<file path="src/rtl/regfile_wb_arbiter.sv">
// Writeback arbiter for the register-file write port.
// Round-robin arbitration shares the single write port between the ALU and
// memory-load requesters. The write drive is registered with one cycle of
// latency. A pending-write scoreboard lets issue logic detect RAW hazards.
module regfile_wb_arbiter #(
  parameter int DW = 32,
  parameter int AW = 5
) (
  input  logic          clock,
  input  logic          reset,
  input  logic          alu_valid,
  input  logic [AW-1:0] alu_rd,
  input  logic [DW-1:0] alu_data,
  output logic          alu_ready,
  input  logic          mem_valid,
  input  logic [AW-1:0] mem_rd,
  input  logic [DW-1:0] mem_data,
  output logic          mem_ready,
  input  logic          rsv_valid,
  input  logic [AW-1:0] rsv_rd,
  input  logic [AW-1:0] RS1,
  input  logic [AW-1:0] RS2,
  output logic          pend_rs1,
  output logic          pend_rs2,
  output logic [AW-1:0] RD,
  output logic [DW-1:0] C,
  output logic          w
);

  localparam int NREG = 2 ** AW;

  // Which requester won the most recent acceptance. On a tie, the other
  // requester wins next.
  typedef enum logic {
    GRANT_ALU = 1'b0,
    GRANT_MEM = 1'b1
  } grant_t;

  grant_t          last_grant_reg, last_grant_next;
  logic [NREG-1:0] pend_reg, pend_next;
  logic [NREG-1:0] set_mask, clr_mask;
  logic            grant_alu, grant_mem;
  logic            accept;
  logic [AW-1:0]   acc_rd;
  logic [DW-1:0]   acc_data;
  logic            wr_en;

  // Arbitration and selection of the accepted request; no grants while in reset
  always_comb begin
    grant_alu       = 1'b0;
    grant_mem       = 1'b0;
    last_grant_next = last_grant_reg;
    if (!reset) begin
      if (alu_valid && (!mem_valid || last_grant_reg == GRANT_MEM))
        grant_alu = 1'b1;
      else if (mem_valid)
        grant_mem = 1'b1;
    end
    if (grant_alu)
      last_grant_next = GRANT_ALU;
    else if (grant_mem)
      last_grant_next = GRANT_MEM;
  end

  assign alu_ready = grant_alu;
  assign mem_ready = grant_mem;
  assign accept    = grant_alu | grant_mem;
  assign acc_rd    = grant_mem ? mem_rd   : alu_rd;
  assign acc_data  = grant_mem ? mem_data : alu_data;
  // Register 0 is hardwired. Accept the request but never write it.
  assign wr_en     = accept && (acc_rd != '0);

  // Per-register reservation set and completion clear masks (entry 0 is never tracked)
  genvar gi;
  generate
    for (gi = 0; gi < NREG; gi++) begin : g_sb
      if (gi == 0) begin : g_zero
        assign set_mask[gi] = 1'b0;
        assign clr_mask[gi] = 1'b0;
      end else begin : g_reg
        assign set_mask[gi] = rsv_valid && (rsv_rd == AW'(gi));
        assign clr_mask[gi] = accept && (acc_rd == AW'(gi));
      end
    end
  endgenerate

  // A new reservation supersedes a completing write to the same register
  assign pend_next = (pend_reg & ~clr_mask) | set_mask;

  // Hazard lookup reads registered scoreboard state only (no same-cycle bypass)
  assign pend_rs1 = pend_reg[RS1] & (RS1 != '0);
  assign pend_rs2 = pend_reg[RS2] & (RS2 != '0);

  // Arbiter history and scoreboard state
  always_ff @(posedge clock or posedge reset) begin
    if (reset) begin
      last_grant_reg <= GRANT_MEM;
      pend_reg       <= '0;
    end else begin
      last_grant_reg <= last_grant_next;
      pend_reg       <= pend_next;
    end
  end

  // Registered write-port drive; address and data hold when no write is issued
  always_ff @(posedge clock or posedge reset) begin
    if (reset) begin
      w  <= 1'b0;
      RD <= '0;
      C  <= '0;
    end else begin
      w <= wr_en;
      if (wr_en) begin
        RD <= acc_rd;
        C  <= acc_data;
      end
    end
  end

endmodule
</file>
<file path="config.mk">
export PLATFORM = sky130hd
export DESIGN_NAME = regfile_wb_arbiter
export DESIGN_NICKNAME = d
export VERILOG_FILES = /design/src/rtl/regfile_wb_arbiter.sv
export SDC_FILE = /design/constraint.sdc
export NUM_CORES = 1
export LEC_CHECK = 0
export ABC_AREA = 1
export CAP_MARGIN = 10
export CORE_MARGIN = 4
export CORE_UTILIZATION = 49
export CTS_BUF_LIST = sky130_fd_sc_hd__clkbuf_4 sky130_fd_sc_hd__clkbuf_8
export DETAILED_ROUTE_END_ITERATION = 10
export PLACE_DENSITY_LB_ADDON = 0.15
export SLEW_MARGIN = 10
export SYNTH_ARGS = -nofsm -noshare
export SYNTH_HDL_FRONTEND = slang
export SYNTH_SLANG_ARGS = --single-unit
</file>
<file path="constraint.sdc">
create_clock -name clock -period 2.5 [get_ports clock]
set_clock_uncertainty 0.15 [all_clocks]
set_input_delay 0.25 -clock clock [delete_from_list [all_inputs] [get_ports clock]]
set_output_delay 0.25 -clock clock [all_outputs]
set_load 0.01 [all_outputs]
</file>
==> impl_metrics.env <==
export IMPL_outcome="finished, final reports clean"
export IMPL_synth_area_um2=4430
export IMPL_tightestPinTransition_ns=0.5024
export IMPL_crit_chain="inv_1 > nand2_1 > nand2_2 > nand2_4 > inv_1 > clkdlybuf4s50_1"
export IMPL_postCtsSetupRepairBufs=0
export IMPL_fp_row_count=34
export IMPL_synth_edff_count=0
export IMPL_finalCritPeriodShare=0.9117
export IMPL_synth_cells=659
export IMPL_holdBufCountCts=0
export IMPL_path_max_fanout=15
export IMPL_fin_crit_ns=2.279
export IMPL_crit_buf_inv=3
export IMPL_cts_buffers=9
export IMPL_areaGrowthSynthToFinish_pct=40.19
export IMPL_post_cts_resized=0
export IMPL_grt_max_degree=40
export IMPL_pin_count=136
export IMPL_hold_viol_final=0
export IMPL_place_gp_congestion=0.9430
export IMPL_critical_path_required_ns=2.10
export IMPL_layout_drive_gt1_share=0.1088
export IMPL_synth_most_common_cell="nand2_1"
export IMPL_drc=0
export IMPL_synth_seq_area_share=0.3957
export IMPL_largest_reg_flops=32
export IMPL_setup_worst_path_class="flop to output pin"
export IMPL_dieArea_um2=10630
export IMPL_clkTransAtPathRegs_ns=0.08
export IMPL_synth_area_leader_cell="dfrtp_1"
export IMPL_core_area_um2=8763
export IMPL_fp_dieW_um=103.1
export IMPL_root_buffer="clkbuf_8"
export IMPL_rsz0062_at_grt="false"
export IMPL_wl_per_cell_um=15.36
export IMPL_num_nets_final=889
export IMPL_drtIter0Drc=261
export IMPL_crit_top_cell="inv_1"
export IMPL_setup_tns_ns=0
export IMPL_slowest_delay_ns=0.52
export IMPL_slowest_stage="dfstp_2"
export IMPL_diodes=0
export IMPL_synthTopCellsByCount="nand2_1 (300), nand3_1 (88), dfrtp_1 (69), nor2_1 (40), inv_1 (35)"
export IMPL_start_util=0.5056
export IMPL_grt_pass1_wl_mm=22.95
export IMPL_grt_pass1_vias=4693
export IMPL_clockBufferDepth=2
export IMPL_max_cap_viol_count=0
export IMPL_cts_tree="done"
export IMPL_dieHeight_um=103.1
export IMPL_dp_hpwl_mm=10.94
export IMPL_max_freq_mhz=438.8
export IMPL_setup_viol=0
export IMPL_synth_main_ff_cell="dfrtp_1"
export IMPL_detail_route_antenna_nets=0
export IMPL_vdd_drop_max_mv=0.3882
export IMPL_cts_sinks=70
export IMPL_h_tree_depth=3
export IMPL_cp_start_kind="flop"
export IMPL_ys_warn_count=0
export IMPL_clk_latency_ns=0.34
export IMPL_syn_num_nets=753
export IMPL_num_vias=4819
export IMPL_slew_headroom=0.6647
export IMPL_avgSynthCellArea_um2=6.723
export IMPL_synth_distinct_cells=25
export IMPL_track_usage=0.2771
export IMPL_grt_ovfl_total=0
export IMPL_final_max_slew_viol_count=0
export IMPL_finalWirelength_mm=13.95
export IMPL_cpLargestDelayFamily="buffers and inverters"
export IMPL_cp_arrival_ns=1.88
export IMPL_synth_top_cell_area_share=0.3897
export IMPL_powerDensity_nw_per_um2=621.9
export IMPL_first_pass_iters=7
export IMPL_synth_area_leaders="dfrtp_1 (39%), nand2_1 (25%), nand3_1 (9.9%)"
export IMPL_ys_seq_elements=70
export IMPL_port_buffers=135
export IMPL_power_mw=3.862
export IMPL_synth_async_reset_ratio=1.000
export IMPL_hold_class="input port to async pin"
export IMPL_antenna_found_initial=0
export IMPL_avgViaCountPerCell=5.307
export IMPL_cellLeakagePower_nw=3.105
export IMPL_end_kind="output pin"
cell families after synthesis:
kind of cell    Yosys count  synth area share
simple gates            468            0.4674
buf+inv                  72           0.07568
flops                    70            0.3957
compound gates           49           0.06128
where the power goes:
group	switching, mW	internal (mW)
logic	0.623	0.577
registers	0.204	1.38
clock network	0.445	0.633
per-layer routing:
layer	GRT usage	wire length, um	vias up
met5	0	0	-
met1	0.3477	5708	2246
li1	-	-	2374
met4	0.07271	208	0
met3	0.07916	1180	15
met2	0.4697	6847	184
cell usage in the layout, fill, tap and decap left out:
cell type and count:
nand2_1 300, clkdlybuf4s50_1 129, nand3_1 88, dfrtp_1 69, nor2_1 38, inv_1 32
o21ai_0 27, nand3_2 21, buf_4 20, clkbuf_8 11, a21oi_1 10, nand2_2 8
o211ai_1 8, inv_2 6, dlymetal6s2s_1 6, nor2_4 4, buf_12 4, nor2_2 3
nand4_1 3, or2_2 2, a31oi_1 2, bufinv_16 2, nand2_4 1, o21ai_2 1
o21ai_1 1, inv_6 1, clkbuf_4 1, clkinv_4 1, dfstp_2 1
final timing paths:
kind | to | cells after the start | from | slack (ns)
min in group clock | pend_reg[21] | 2 | pend_reg[21] | 0.33
worst min register to register | pend_reg[21] | 2 | pend_reg[21] | 0.33
max in group asynchronous | last_grant_reg | 3 | reset | 1.52
worst max-delay path | mem_ready | 6 | last_grant_reg | 0.22
worst max register to register | pend_reg[8] | 11 | last_grant_reg | 0.40
worst min-delay path | C[10] | 3 | reset | 0.28
cell type report:
type	count	area (um^2)
Clock buffer	12	158.9
Fill cell	734	2552
Multi-Input combinational cell	517	2347
Clock inverter	4	77.57
Sequential cell	70	1753
Inverter	38	142.6
Tap cell	108	135.1
Timing Repair Buffer	159	1597
per-stage QoR:
step | cell area (um^2) | instances | hold slack (ns) | util | setup slack, ns
2_1_floorplan | 4431 | 659 | 0.2676 | - | 0.3334
3_3_place_gp | 5954 | 892 | 0.3064 | 0.6795 | 0.05428
3_5_place_dp | 5954 | 892 | 0.3083 | 0.6795 | 0.03650
4_1_cts | 6191 | 908 | 0.3100 | 0.7065 | 0.03076
5_1_grt | 6211 | 908 | 0.3482 | 0.7087 | 0.1381
6_report | 6211 | 908 | 0.2823 | 0.7087 | 0.2209
worst min-delay path, stage by stage:
cell,delay (ns)
clkdlybuf4s50_1,0.51
inv_2,0.10
buf_4,0.36
Power figures use the tool's default switching activity.
